**src/rtl/mem_arbiter.sv**
```systemverilog
// Single-owner arbiter that shares the memory controller request port between
// instruction fetch, data load and data store.
module mem_arbiter #(
    parameter int ADDR_W       = 32,
    parameter int DATA_W       = 32,
    parameter int STARVE_LIMIT = 4
) (
    input  logic              clk,
    input  logic              rst,
    input  logic              rdy,
    input  logic              clear,
    input  logic              if_req,
    input  logic [ADDR_W-1:0] if_addr,
    output logic              if_done,
    output logic [DATA_W-1:0] if_data,
    input  logic              ld_req,
    input  logic [ADDR_W-1:0] ld_addr,
    input  logic [2:0]        ld_len,
    output logic              ld_done,
    output logic [DATA_W-1:0] ld_data,
    input  logic              st_req,
    input  logic [ADDR_W-1:0] st_addr,
    input  logic [2:0]        st_len,
    input  logic [DATA_W-1:0] st_data,
    output logic              st_done,
    output logic              mc_valid,
    output logic              mc_is_write,
    output logic [ADDR_W-1:0] mc_addr,
    output logic [2:0]        mc_len,
    output logic [DATA_W-1:0] mc_wdata,
    input  logic              mc_done,
    input  logic [DATA_W-1:0] mc_rdata
);

    localparam int CNT_W = $clog2(STARVE_LIMIT + 1);

    typedef enum logic [2:0] {IDLE, BUSY_IF, BUSY_LD, BUSY_ST, DRAIN} state_t;

    state_t              state_q, state_d;
    logic [CNT_W-1:0]    starve_cnt_q, starve_cnt_d;
    logic                mc_valid_q, mc_valid_d;
    logic                mc_is_write_q, mc_is_write_d;
    logic [ADDR_W-1:0]   mc_addr_q, mc_addr_d;
    logic [2:0]          mc_len_q, mc_len_d;
    logic [DATA_W-1:0]   mc_wdata_q, mc_wdata_d;
    logic                if_done_q, if_done_d;
    logic                ld_done_q, ld_done_d;
    logic                st_done_q, st_done_d;
    logic [DATA_W-1:0]   if_data_q, if_data_d;
    logic [DATA_W-1:0]   ld_data_q, ld_data_d;
    logic                starved;

    assign starved = (starve_cnt_q == CNT_W'(STARVE_LIMIT));

    always_comb begin
        state_d       = state_q;
        starve_cnt_d  = starve_cnt_q;
        mc_valid_d    = mc_valid_q;
        mc_is_write_d = mc_is_write_q;
        mc_addr_d     = mc_addr_q;
        mc_len_d      = mc_len_q;
        mc_wdata_d    = mc_wdata_q;
        if_done_d     = 1'b0;
        ld_done_d     = 1'b0;
        st_done_d     = 1'b0;
        if_data_d     = if_data_q;
        ld_data_d     = ld_data_q;

        // rdy low freezes everything; done pulses fall because of the defaults above
        if (rdy) begin
            case (state_q)
                IDLE: begin
                    if (clear) begin
                        starve_cnt_d = '0;
                    end else if (if_req && (starved || !(st_req || ld_req))) begin
                        state_d       = BUSY_IF;
                        starve_cnt_d  = '0;
                        mc_valid_d    = 1'b1;
                        mc_is_write_d = 1'b0;
                        mc_addr_d     = if_addr;
                        mc_len_d      = 3'd4;
                        mc_wdata_d    = '0;
                    end else if (st_req || ld_req) begin
                        state_d       = st_req ? BUSY_ST : BUSY_LD;
                        mc_valid_d    = 1'b1;
                        mc_is_write_d = st_req;
                        mc_addr_d     = st_req ? st_addr : ld_addr;
                        mc_len_d      = st_req ? st_len : ld_len;
                        mc_wdata_d    = st_req ? st_data : '0;
                        if (if_req && !starved) begin
                            starve_cnt_d = starve_cnt_q + 1'b1;
                        end
                    end
                end
                BUSY_IF: begin
                    if (mc_done) begin
                        mc_valid_d = 1'b0;
                        state_d    = IDLE;
                        if (!clear) begin
                            if_done_d = 1'b1;
                            if_data_d = mc_rdata;
                        end
                    end else if (clear) begin
                        state_d = DRAIN;
                    end
                end
                BUSY_LD: begin
                    if (mc_done) begin
                        mc_valid_d = 1'b0;
                        state_d    = IDLE;
                        if (!clear) begin
                            ld_done_d = 1'b1;
                            ld_data_d = mc_rdata;
                        end
                    end else if (clear) begin
                        state_d = DRAIN;
                    end
                end
                // Stores are already committed, so a flush never cancels them
                BUSY_ST: begin
                    if (mc_done) begin
                        mc_valid_d = 1'b0;
                        st_done_d  = 1'b1;
                        state_d    = IDLE;
                    end
                end
                DRAIN: begin
                    if (mc_done) begin
                        mc_valid_d = 1'b0;
                        state_d    = IDLE;
                    end
                end
                default: state_d = IDLE;
            endcase
        end
    end

    always_ff @(posedge clk or negedge rst) begin
        if (!rst) begin
            state_q       <= IDLE;
            starve_cnt_q  <= '0;
            mc_valid_q    <= 1'b0;
            mc_is_write_q <= 1'b0;
            mc_addr_q     <= '0;
            mc_len_q      <= '0;
            mc_wdata_q    <= '0;
            if_done_q     <= 1'b0;
            ld_done_q     <= 1'b0;
            st_done_q     <= 1'b0;
            if_data_q     <= '0;
            ld_data_q     <= '0;
        end else begin
            state_q       <= state_d;
            starve_cnt_q  <= starve_cnt_d;
            mc_valid_q    <= mc_valid_d;
            mc_is_write_q <= mc_is_write_d;
            mc_addr_q     <= mc_addr_d;
            mc_len_q      <= mc_len_d;
            mc_wdata_q    <= mc_wdata_d;
            if_done_q     <= if_done_d;
            ld_done_q     <= ld_done_d;
            st_done_q     <= st_done_d;
            if_data_q     <= if_data_d;
            ld_data_q     <= ld_data_d;
        end
    end

    assign mc_valid    = mc_valid_q;
    assign mc_is_write = mc_is_write_q;
    assign mc_addr     = mc_addr_q;
    assign mc_len      = mc_len_q;
    assign mc_wdata    = mc_wdata_q;
    assign if_done     = if_done_q;
    assign ld_done     = ld_done_q;
    assign st_done     = st_done_q;
    assign if_data     = if_data_q;
    assign ld_data     = ld_data_q;

endmodule

```
**config.mk**
```make
export PLATFORM = sky130hd
export DESIGN_NAME = mem_arbiter
export DESIGN_NICKNAME = d
export VERILOG_FILES = /design/src/rtl/mem_arbiter.sv
export SDC_FILE = /design/constraint.sdc
export NUM_CORES = 1
export LEC_CHECK = 0
export ABC_AREA = 1
export ABC_CLOCK_PERIOD_IN_PS = 1900
export CAP_MARGIN = 30
export CORE_ASPECT_RATIO = 0.8
export CORE_MARGIN = 2
export CORE_UTILIZATION = 41
export CTS_CLUSTER_SIZE = 10
export DETAILED_ROUTE_END_ITERATION = 6
export PLACE_DENSITY = 0.81
export REMOVE_ABC_BUFFERS = 1
export SYNTH_ARGS = -nofsm -noshare
export SYNTH_HDL_FRONTEND = slang
export SYNTH_SLANG_ARGS = --single-unit
```
**constraint.sdc**
```tcl
create_clock -name clk -period 1.9 [get_ports clk]
set_clock_uncertainty 0.1 [all_clocks]
set_input_delay 0.285 -clock clk [delete_from_list [all_inputs] [get_ports clk]]
set_output_delay 0.285 -clock clk [all_outputs]
set_load 0.03 [all_outputs]
```
# Word level (Yosys, flattened, before mapping)
# Index checks and enable logic that the tools add are counted.
classes:
  order_cmp: 0
  reduce_logical: 20
  multipliers: 0
  shift: 0
  bitwise_logic: 1
  div: 0
  eq_ne: 10
  addsub: 1
  muxes: 37
op_table:
  columns: ["operator", "count"]
  rows:
  - ["two-way mux 32 bit", 6]
  - ["two-way mux 3 bit", 13]
  - ["two-way mux 1 bit", 16]
  - ["AND reduction 4 bit", 4]
  - ["AND reduction 5 bit", 2]
  - ["case mux 3 bit (3 select lines)", 1]
  - ["== test 3 x 2 -> 1 bit, second input constant", 2]
  - ["== test 3 bit, second input constant", 2]
  - ["nonzero test 3 bit", 2]
  - ["inequality test 2 x 1 -> 1 bit, second input constant", 2]
  - ["nonzero test 2 bit", 2]
  - ["OR reduction 2 bit", 2]
  - ["OR reduction 4 bit", 1]
  - ["adder 3 x 1 -> 3 bit, second input constant", 1]
  - ["== test 3 x 1 -> 1 bit, second input constant", 1]
  - ["logical NOT 3 bit", 1]
  - ["inequality test 3 x 1 -> 1 bit, second input constant", 1]
  - ["inequality test 3 bit, second input constant", 1]
  - ["logical AND 1 bit", 2]
  - ["logical NOT 1 bit", 2]
  - ["logical OR 1 bit", 2]
  - ["inequality test 2 bit, second input constant", 1]
  - ["case mux 1 bit (2 select lines)", 1]
  - ["NOT 1 bit", 1]
word_totals:
  latch_bits: 0
  in_bits: 174
  ff_bits: 142
  n_memories: 0
  rom_bits: 0
  ramBits: 0

# Depth between registers and ports, before layout
logic_depth:
  ltp_word: 7
  ltp_mapped: 11
  ltp_nobuf: 9

# Worst setup path after synthesis
# No wires, ideal clock.
synth_timing:
  kind: "flip-flop to flip-flop"
  startpoint: "register starve_cnt_q[0]"
  endpoint: "register mc_addr_q[27] (netlist: mc_addr[27])"
  path_stages_with_launch: 12
  setup_ps: 117
  required_time_ps: 1683
  slack_ps: 335
  t_arrival_ps: 1348
  path_cell_list: "dfrtp_1 -> inv_1 -> ha_1 -> nand2_1 -> o21ai_2 -> nand2_1 -> buf_2 -> buf_2 -> nand2_1 -> nand2_1 -> nand2_1 -> nand2_1"
synth_via:
  elab_chain_cells: 5
  elab_cells_between_ends: 6
  cone_classes: "1 x eq/ne; 1 x mux; 4 x reduce/logical"
synth_rtl:
  columns: ["item", "line_no", "source"]
  rows:
  - ["from (decl)", "40", "logic [CNT_W-1:0] starve_cnt_q, starve_cnt_d;"]
  - ["from (signal assigned)", "154", "starve_cnt_q <= starve_cnt_d;"]
  - ["== test 3 bit *", "53", "assign starved = (starve_cnt_q == CNT_W'(STARVE_LIMIT));"]
  - ["logical OR 1 bit *", "75", "end else if (if_req && (starved || !(st_req || ld_req))) begin"]
  - ["logical AND 1 bit *", "75", null]
  - ["nonzero test 2 bit (no line)", null, null]
  - ["AND reduction 4 bit (no line)", null, null]
  - ["to (signal assigned)", "157", "mc_addr_q <= mc_addr_d;"]
  - ["to (decl)", "43", "logic [ADDR_W-1:0] mc_addr_q, mc_addr_d;"]
# Mark *: on every way between the ends. The rest lies on a longest branch, timed or not.
# A chain may end at the register's enable or synchronous reset.

# Final worst setup path
layout_timing:
  startpoint: "register mc_wdata_q[31] (netlist: mc_wdata[31])"
  endpoint: "output mc_wdata[31]"
layout_rtl:
  columns: ["item", "line_no", "source"]
  rows:
  - ["from (decl)", "45", "logic [DATA_W-1:0] mc_wdata_q, mc_wdata_d;"]
  - ["from (signal assigned)", "159", "mc_wdata_q <= mc_wdata_d;"]
  - ["to (decl)", "30", "output logic [DATA_W-1:0] mc_wdata,"]
# No word-level cell between the ends.

==> run summary <==
The flow ran to the end, and the final reports show no timing, DRC or antenna violations. The global-route usage over all layers is 0.255. The die covers ~17000 um2. The number of port buffers is approximately 300. The first-pass detailed-route iteration total came out at 5.

The total DRC errors in the routed layout is 0. The initial antenna violation count is 0. The required arrival time at the worst endpoint is approximately 1.5 ns.

The leftover overflow at the end of global routing is 0. The placeable core region is ~15000 um2. The multi-input combinational cells in the finished layout cover a total of 2420 um2. The sequential fraction of the synthesis area is 0.559. The class of the tightest hold or removal check is input pin to asynchronous set/reset pin.

The detailed router's first-iteration violation count is 520. The unique cell type count in the Yosys netlist is 22. Summing all non-filler instances in the final layout gives an area of 10600 um2. The final count of hold timing violations is 0. The pre-CTS setup slack is -0.108 ns.

The largest total area in the synthesized netlist belongs to sky130_fd_sc_hd__dfrtp_1. The total detailed-routing wirelength is about 21000 um. The maximum number of pins on one net before global-route repair is 73.

In this run the remaining antenna-violating nets after routing total 0. Registers take between 3000 and 4000 um2. Setup repair after global routing left no endpoint under its margin. The horizontal extent of the die is about 140 um. By area the synthesized netlist is led by sky130_fd_sc_hd__dfrtp_1, sky130_fd_sc_hd__nand2_1, sky130_fd_sc_hd__o21ai_0. The reported max-cap violation count is 0. The mean instance size in the synthesized netlist came out at about 7.8 um2. The number of buffers between clock root and the deepest sink is 2. The worst relative slew slack is 0.618. The highest clock rate came out at approximately 0.54 GHz. The classification of the worst setup path is flip-flop to primary output. The first global-routing pass estimated 32200 um of wire. The total of fill cells in the finished design came out at 1197. The post-detailed-route via-to-cell ratio came out at 4.75. On the worst path, the slowest cell contributes a delay of slightly below 0.7 ns. Detailed placement ended at an HPWL of about 15000 um.

The total inserted antenna cells is 0. TritonCTS built the clock tree. Traced cell by cell, the critical path runs through clkdlybuf4s50_1.

After detailed routing, the average wire length per cell comes to between 15 and 20 um. The initial core utilization is 0.422. The number of setup buffers added after CTS is 0. For the final routed database, the setup TNS stands at 0 ns. The number of clock buffers added by TritonCTS is 17. The placed instance area is just under 10000 um2. The TritonCTS sink count is about 140.

Across all setup checks in the final design, the least slack found is ~0.038 ns. The number of global-route vias before repair came out at between 6000 and 7000. The type of element capturing the critical path is a primary output. Of the cells placed in the final design, the portion with a size suffix greater than 1 is 0.0712. The H-tree generated during clock tree synthesis spans 4 levels. The reported leakage power came out at just under 6 nW. The clock period could shrink to about 1.9 ns. The transition time of the tightest slew-check pin is between 0.5 and 0.6 ns. The critical path startpoint category is a flip-flop.

The clock-pin transition on the worst setup and hold timing paths came out at ~0.06 ns. The top-area cell type share of the netlist area is 0.559. In this run the worst path has a maximum fanout of 2. The arrival time reported for the critical path endpoint is between 1 and 1.5 ns. The clock latency reported for the late side of the worst-skew pair is between 0.4 and 0.5 ns. The total of flip-flops plus latches after synthesis is around 140. Power spread over the standard cell area amounts to around 1600 nW/um2. The end of the worst register-to-register path is mc_addr[11]. For this design, the slowest cell found on the critical path is sky130_fd_sc_hd__clkdlybuf4s50_1.

The gate count of the mapped netlist came out at 813. The worst reg-to-reg setup slack is roughly 0.17 ns. From synthesis to final layout, the design area changed by 67.6%. On the critical path the largest part of the delay comes from buffers and inverters. The count of final max-slew check failures is 0. The number of endpoints failing setup at the final stage is 0.

The number of nets in the layout is around 1300. The area of the mapped netlist is between 6000 and 7000 um2. The highest ir drop seen on vdd came out at 1.13 mV. The cell row count came out at 40. The number of buffer and inverter instances along the worst setup path came out at 1.

The overall via count from detail_route is approximately 6500. The cell sitting at the root of the clock tree is a sky130_fd_sc_hd__clkbuf_16. The count of cells along the worst register-to-register path is 8. The I/O pin count came out at 310. The total of warnings raised by yosys is 0. The floorplan step set the die height to 115 um. The worst register-to-register path begins at state_q[0]. Dividing the final minimum period by the clock period gives 0.980.

The placer's final routability congestion estimate is a little under 0.9. The power consumption is 16.5 mW.
-- cell type report --
| type | count | area share |
|---|---|---|
| Timing Repair Buffer | 352 | 0.341 |
| Sequential cell | 142 | 0.334 |
| Multi-Input combinational cell | 580 | 0.227 |
| Clock buffer | 17 | 0.0400 |
| Tap cell | 210 | 0.0247 |
| Clock inverter | 15 | 0.0166 |
| Inverter | 46 | 0.0162 |
-- power breakdown --
group	switching [mW]	internal (mW)
Combinational	4.71	3.28
Clock	1.42	1.98
Sequential	0.774	4.35
-- metal layers --
metal / up-vias / GRT usage / part of all wire
met5: - / 0 / 0
met4: 0 / 0.121 / 0.039
met1: 2989 / 0.311 / 0.41
met2: 246 / 0.413 / 0.48
li1: 3169 / - / -
met3: 61 / 0.0825 / 0.076
-- repair_timing --
action	CTS	global route
hold endpoints to repair	70	0
gates resized for setup	2	37
hold buffers	1	0
setup endpoints to repair	2	37
-- flip-flops by register name (all words and copies together) (netlist names), 3 cells and up --
register	cells
mc_addr	32
ld_data	32
mc_len	3
mc_wdata	32
if_data	32
starve_cnt_q	3
state_q	3
-- how the worst max path moves through the flow --
stage,slack [ns],start,to,cells past startpoint
finish,0.04,mc_wdata[31],mc_wdata[31],1
global route,0.0009,ld_data[30],ld_data[30],1
CTS,0.001,if_data[27],if_data[27],1
detailed placement,-0.11,st_req,mc_addr[11],8
global placement,-0.07,st_req,mc_addr[6],8
floorplan,-0.78,starve_cnt_q[0],mc_len[0],9
-- placed cells by master (no fill, tap or decap), types with 2 or more instances in the layout --
cell,netlist,layout
sky130_fd_sc_hd__inv_1,45,45
sky130_fd_sc_hd__buf_4,0,32
sky130_fd_sc_hd__bufinv_16,0,2
sky130_fd_sc_hd__dlygate4sd2_1,0,2
sky130_fd_sc_hd__clkbuf_16,0,17
sky130_fd_sc_hd__dfrtp_1,142,142
sky130_fd_sc_hd__buf_12,0,10
sky130_fd_sc_hd__nor2_2,2,2
sky130_fd_sc_hd__nand2_1,441,441
sky130_fd_sc_hd__nand4_1,6,6
sky130_fd_sc_hd__nand3_1,46,46
sky130_fd_sc_hd__dlymetal6s2s_1,0,37
sky130_fd_sc_hd__nor2_1,3,3
sky130_fd_sc_hd__a21oi_1,2,2
sky130_fd_sc_hd__inv_8,0,4
sky130_fd_sc_hd__clkinvlp_4,0,3
sky130_fd_sc_hd__o21ai_0,70,70
sky130_fd_sc_hd__inv_6,0,4
sky130_fd_sc_hd__ha_1,2,2
sky130_fd_sc_hd__clkdlybuf4s50_1,0,269
-- stage by stage --
step                      hold slack (ns)   util  std cells
after global placement             0.0811  0.660       1329
final                               0.236  0.707       1362
after detailed placement           0.0819  0.660       1329
after global routing                0.236  0.707       1362
after floorplan                    -0.111      -        768
after CTS                           0.199  0.700       1362
-- synthesized netlist by cell type (all sizes together) --
cell and instances:
xor2 1, nor3 2, nand4 6, a21oi 2
buf 16, o21ai 72, nand3 47, ha 2
inv 45, nand2 441, nor2 7, dfrtp 142
clkinv 1, clkbuf 29
-- kinds of logic after synthesis --
group,after synthesis,share of synthesized area
buffers and inverters,91,0.0599
xor gates and xnor gates,1,0.00138
AOI/OAI and AO/OA,74,0.0589
DFF,142,0.559
and+or+nand+nor,503,0.317
adders and majority gates,2,0.00394
(Power assumes the default switching activity.)
